==> src/rtl/alu_serial_ctrl.sv <==
// alu_serial_ctrl: bit-serial AND/OR/ADD/SUB/SLT ALU, one bit per cycle, LSB first; define ALU_SERIAL_OVF_EN to add the ovf output and a signed SLT
module alu_serial_ctrl #(
  parameter int WIDTH = 32
) (
  input  logic             clk,
  input  logic             rst,
  input  logic             start,
  input  logic [5:0]       Signal,
  input  logic [WIDTH-1:0] A,
  input  logic [WIDTH-1:0] B,
  output logic             ready,
  output logic             done,
  output logic [WIDTH-1:0] result,
`ifdef ALU_SERIAL_OVF_EN
  output logic             ovf,
`endif
  output logic             err
);
  localparam int CW = $clog2(WIDTH);
  localparam logic [5:0] OP_AND = 6'b100100;
  localparam logic [5:0] OP_OR  = 6'b100101;
  localparam logic [5:0] OP_ADD = 6'b100000;
  localparam logic [5:0] OP_SUB = 6'b100010;
  localparam logic [5:0] OP_SLT = 6'b101010;
  typedef enum logic [1:0] {IDLE, RUN, FIN} state_t;
  state_t           state_q, state_d;
  logic [WIDTH-1:0] a_q, a_d, b_q, b_d, shift_q, shift_d, result_q, result_d, shifted;
  logic [5:0]       sig_q, sig_d;
  logic [CW-1:0]    cnt_q, cnt_d;
  logic             carry_q, carry_d, done_q, done_d, err_q, err_d;
  logic             legal, is_logic, a_bit, b_bit, sum, cout, slice, last, less;
`ifdef ALU_SERIAL_OVF_EN
  logic             ovf_q, ovf_d, msb_ovf;
`endif
  // shared 1-bit slice on bit cnt_q of the captured operands; SUB/SLT invert B with carry-in 1
  always_comb begin
    legal    = Signal inside {OP_AND, OP_OR, OP_ADD, OP_SUB, OP_SLT};
    is_logic = (sig_q == OP_AND) || (sig_q == OP_OR);
    a_bit    = a_q[cnt_q];
    b_bit    = b_q[cnt_q] ^ sig_q[1];
    sum      = a_bit ^ b_bit ^ carry_q;
    cout     = (a_bit & b_bit) | (carry_q & (a_bit ^ b_bit));
    slice    = (sig_q == OP_AND) ? (a_bit & b_bit) : (sig_q == OP_OR) ? (a_bit | b_bit) : sum;
    last     = cnt_q == CW'(WIDTH - 1);
    shifted  = shift_q;
    shifted[cnt_q] = slice;
`ifdef ALU_SERIAL_OVF_EN
    msb_ovf  = ((sig_q == OP_ADD) || (sig_q == OP_SUB)) && (carry_q ^ cout);
    less     = sum ^ carry_q ^ cout;
`else
    less     = sum;
`endif
  end
  // IDLE/RUN/FIN sequencing; done, err and result are registered on the edge entering FIN
  always_comb begin
    state_d  = state_q;
    a_d      = a_q;
    b_d      = b_q;
    sig_d    = sig_q;
    cnt_d    = cnt_q;
    carry_d  = carry_q;
    shift_d  = shift_q;
    result_d = result_q;
    done_d   = 1'b0;
    err_d    = 1'b0;
`ifdef ALU_SERIAL_OVF_EN
    ovf_d    = 1'b0;
`endif
    case (state_q)
      IDLE: if (start) begin
        a_d      = A;
        b_d      = B;
        sig_d    = Signal;
        cnt_d    = '0;
        carry_d  = Signal[1];
        shift_d  = '0;
        state_d  = legal ? RUN : FIN;
        done_d   = !legal;
        err_d    = !legal;
        result_d = legal ? result_q : '0;
      end
      RUN: begin
        shift_d = shifted;
        carry_d = !is_logic && cout;
        cnt_d   = cnt_q + 1'b1;
        if (last) begin
          state_d  = FIN;
          done_d   = 1'b1;
          result_d = (sig_q == OP_SLT) ? {{(WIDTH-1){1'b0}}, less} : shifted;
`ifdef ALU_SERIAL_OVF_EN
          ovf_d    = msb_ovf;
`endif
        end
      end
      default: state_d = IDLE;
    endcase
  end
  // state registers with synchronous reset
  always_ff @(posedge clk) begin
    if (rst) begin
      state_q  <= IDLE;
      a_q      <= '0;
      b_q      <= '0;
      sig_q    <= '0;
      cnt_q    <= '0;
      carry_q  <= 1'b0;
      shift_q  <= '0;
      result_q <= '0;
      done_q   <= 1'b0;
      err_q    <= 1'b0;
`ifdef ALU_SERIAL_OVF_EN
      ovf_q    <= 1'b0;
`endif
    end else begin
      state_q  <= state_d;
      a_q      <= a_d;
      b_q      <= b_d;
      sig_q    <= sig_d;
      cnt_q    <= cnt_d;
      carry_q  <= carry_d;
      shift_q  <= shift_d;
      result_q <= result_d;
      done_q   <= done_d;
      err_q    <= err_d;
`ifdef ALU_SERIAL_OVF_EN
      ovf_q    <= ovf_d;
`endif
    end
  end
  assign ready  = state_q == IDLE;
  assign done   = done_q;
  assign err    = err_q;
  assign result = result_q;
`ifdef ALU_SERIAL_OVF_EN
  assign ovf    = ovf_q;
`endif
endmodule

==> config.mk <==
export PLATFORM = sky130hd
export DESIGN_NAME = alu_serial_ctrl
export DESIGN_NICKNAME = d
export VERILOG_FILES = /design/src/rtl/alu_serial_ctrl.sv
export SDC_FILE = /design/constraint.sdc
export NUM_CORES = 1
export LEC_CHECK = 0
export BUFFER_PORTS_ARGS = -buffer_cell sky130_fd_sc_hd__buf_2
export CORE_ASPECT_RATIO = 2
export CORE_MARGIN = 3
export CORE_UTILIZATION = 45
export CTS_CLUSTER_DIAMETER = 40
export DETAILED_ROUTE_END_ITERATION = 8
export HOLD_SLACK_MARGIN = 0.15
export PLACE_DENSITY = 0.66
export REMOVE_ABC_BUFFERS = 1
export SETUP_SLACK_MARGIN = 0.4
export SYNTH_ARGS = -nofsm -noshare
export SYNTH_HDL_FRONTEND = slang
export SYNTH_SLANG_ARGS = --single-unit
export TNS_END_PERCENT = 30
==> constraint.sdc <==
create_clock -name clk -period 4.2 [get_ports clk]
set_input_delay 0.84 -clock clk [delete_from_list [all_inputs] [get_ports clk]]
set_output_delay 0.84 -clock clk [all_outputs]
set_load 0.005 [all_outputs]
==> flow_summary.yaml <==
run_status:
  run_status: "finished, final reports clean"
grt:
  antenna_found_initial: 0
  grtUsageTotal_pct: 21.5
  grt_max_degree: 71
  grt_pass1_vias: 5451
  overflow: 0
  grt_pass1_wl_um: 26100
setup_path:
  rr_startpoint: "cnt_q[1]$_SDFFE_PP0P_"
  rr_worst_depth: 12
  rrSetupSlack_ns: 0.56
  cp_max_fo: 32
  cp_data_required_time_ns: 4.55
  path_delay_family: "multiplexers"
  critical_path.startpoint_type: "flop"
  worst-setup-path-type: "flop to flop"
  worstPathArrival_ns: 3.98
  cp_slowest_cell: "mux4_2"
  rr_endpoint: "result[16]$_SDFFE_PP0P_"
  crit_buf_inv: 2
  path_cells: "buf_12, mux4_2, mux2i_1, a211oi_1, a311o_1, or2_2, inv_1, fa_1, mux2_8, a311oi_1, a22oi_1, nor2_1"
  cpPeakStageDelay_ns: 0.53
  end_kind: "flop"
layout:
  antenna_cells: 0
  fin_nets: 905
  final_util_pct: 56.2
  drive_above_1_share_pct: 24.8
  area.growth.synth_to_final_pct: 21.9
yosys:
  synth.most_common_cell: "nand2_1"
  ys.flop_type: "dfxtp_1"
  synth_top_area_share_pct: 46.3
  yosys.cell_types.count: 53
  synth.top_cells.by_area: "dfxtp_1, a21oi_1, nand2_1, nor2_1, a311oi_1"
  yosysSeqAreaShare_pct: 46.3
  synth_edf_count: 0
  synthCells: 749
  synth_top_area_cell: "dfxtp_1"
  synth-seq-cells: 144
  avgSynthCellArea_sq_um: 8.31
  synth_area_sq_um: 6230
  synthArstFlopShare_pct: 0
  ys_warn_count: 0
  synth_common_cells: "nand2_1, dfxtp_1, a21oi_1"
timing:
  maxSlewViolCount: 0
  hold-worst-slack_ns: 0.452
  finalHoldViolCount: 0
  rsz0062_at_grt: "false"
  finalClockSkew_ns: 0.0107
  finalCriticalPeriod_ns: 3.64
  post-route-period-util_pct: 86.6
  fmax_ghz: 0.275
  setup_viol: 0
  finalSetupTns_ns: 0
  max_slew_margin_pct: 19.6
  worst_pin_slew_ns: 1.20
power:
  p_clk_share_pct: 45.6
  switching_share_pct: 24.5
  p_leak_nw: 2.91
  powerDensity_nw_per_um2: 421
  pwr-share-seq_pct: 45.0
  ir_drop_v: 0.000317
  switching_power_uw: 784
  intPower_mw: 2.41
  combPwrFrac_pct: 9.4
detailed_routing:
  drc: 0
  vias: 5664
  drtPass1Iterations: 5
  vias_per_cell: 5.72
  wire_per_inst_um: 16.6
  wl_um: 16400
  drtIter0Drc: 294
  antenna_left: 0
clock_tree:
  cts_tree: "built"
  cts-htree-levels: 4
  cts_buffers: 17
  clock_sinks: 144
  clkSlewWorstSetupHoldPaths_ns: 0.06
  cts_buffer_depth: 2
  cts_root_buf: "clkbuf_16"
  cts_setup_buffers: 0
  clk_latency_ns: 0.41
hold_path:
  hp-start: "sig_q[4]$_SDFFE_PP0P_"
  hold_depth: 2
  min_to: "sig_q[4]$_SDFFE_PP0P_"
  hold_class: "flop to flop"
floorplanning:
  io_pins: 108
  initial_core_util_pct: 46.1
  coreArea_sq_um: 13500
  die_w_um: 89.2
  die_h_um: 172
  dieArea_sq_um: 15400
  row_count: 60
placed_design:
  port_buffers: 107
  dp_hpwl_um: 11100
  gp_congestion: 0.872
flow_run:
  max_cap_violations: 0
-- repair_timing --
action	CTS	global route
endpoints found under the setup margin	36	61
resized for setup	1	39
pin swaps	0	0
hold buffers	0	0
-- per-layer routing --
layer	part of all wire, %	vias up	track usage, %
met5	0	-	0
met2	54	173	38.0
met4	2.7	0	8.30
met3	4.3	34	4.43
li1	-	2768	-
met1	39	2689	24.7
-- area by class of cell --
cell class	count	area [sq um]
clock buffers	20	457
inverters	8	30.0
multi-input cells	530	3230
clock inverters	10	114
repair buffers	123	683
fillers	1232	5920
well taps	155	194
flip-flops and latches	144	2890
-- placed cells by master (no fill, tap or decap), types with 4 or more instances in the layout --
cell type and instances:
a311oi_1 6, mux2i_1 9, ha_1 7, nor2_1 77
buf_4 15, a311oi_2 23, a22oi_1 32, nand3_1 6
nor2b_1 4, mux2_2 4, inv_1 8, clkinv_2 4
dfxtp_1 140, dfxtp_2 4, nand2b_1 6, nand2_1 149
clkbuf_16 17, mux4_2 9, buf_2 106, nand3b_1 5
o21ai_0 4, a21oi_1 139
-- through the flow --
step | worst slack (ns) | cell area (sq um) | power, mW | std cells
global placement | 0.450 | 6810 | 1.74 | 960
global route | 0.359 | 7590 | 3.32 | 990
CTS | 0.447 | 7380 | 3.20 | 990
finish | 0.564 | 7590 | 3.19 | 990
detailed placement | 0.373 | 6810 | 1.74 | 960
floorplan | 0.142 | 5950 | 1.62 | 682
-- tightest hold or removal path: cells and delay by family (launching register included) --
kind            cells  cell delay (ns)
compound gates      1             0.05
flops               1             0.30
simple gates        1             0.05
-- power groups by stage --
| stage | logic (mW) | registers [mW] | clock network (mW) |
|---|---|---|---|
| finish | 0.299 | 1.44 | 1.46 |
| global route | 0.331 | 1.44 | 1.54 |
| CTS | 0.280 | 1.44 | 1.48 |
| detailed placement | 0.276 | 1.47 | 0 |
| global placement | 0.270 | 1.47 | 0 |
| floorplan | 0.156 | 1.46 | 0 |
-- sequential cells by signal (all words and copies together), names as in the netlist --
register and flops:
carry_q 1, cnt_q 5, done 1, state_q 2, shift_q 32, b_q 32
result 32, sig_q 6, a_q 32, err 1
-- logic make-up (layout without fill, tap and decap cells) --
group / Yosys count / after routing / synth area share (%)
and+or+nand+nor: 269 / 269 / 18.2
AOI/OAI and AO/OA: 226 / 226 / 22.4
DFF: 144 / 144 / 46.3
buffers and inverters: 75 / 161 / 5.00
muxes: 26 / 26 / 6.21
adders and majority gates: 8 / 8 / 1.73
xor gates and xnor gates: 1 / 1 / 0.141
-- worst max-delay path by stage --
stage,start,end,depth (start not counted)
3_5_place_dp,cnt_q[1]$_SDFFE_PP0P_,result[2]$_SDFFE_PP0P_,11
3_3_place_gp,cnt_q[1]$_SDFFE_PP0P_,result[25]$_SDFFE_PP0P_,11
2_1_floorplan,cnt_q[1]$_SDFFE_PP0P_,result[24]$_SDFFE_PP0P_,11
4_1_cts,cnt_q[1]$_SDFFE_PP0P_,result[19]$_SDFFE_PP0P_,11
6_report,cnt_q[1]$_SDFFE_PP0P_,result[16]$_SDFFE_PP0P_,12
5_1_grt,cnt_q[1]$_SDFFE_PP0P_,result[7]$_SDFFE_PP0P_,12
Power figures use the tool's default switching activity.
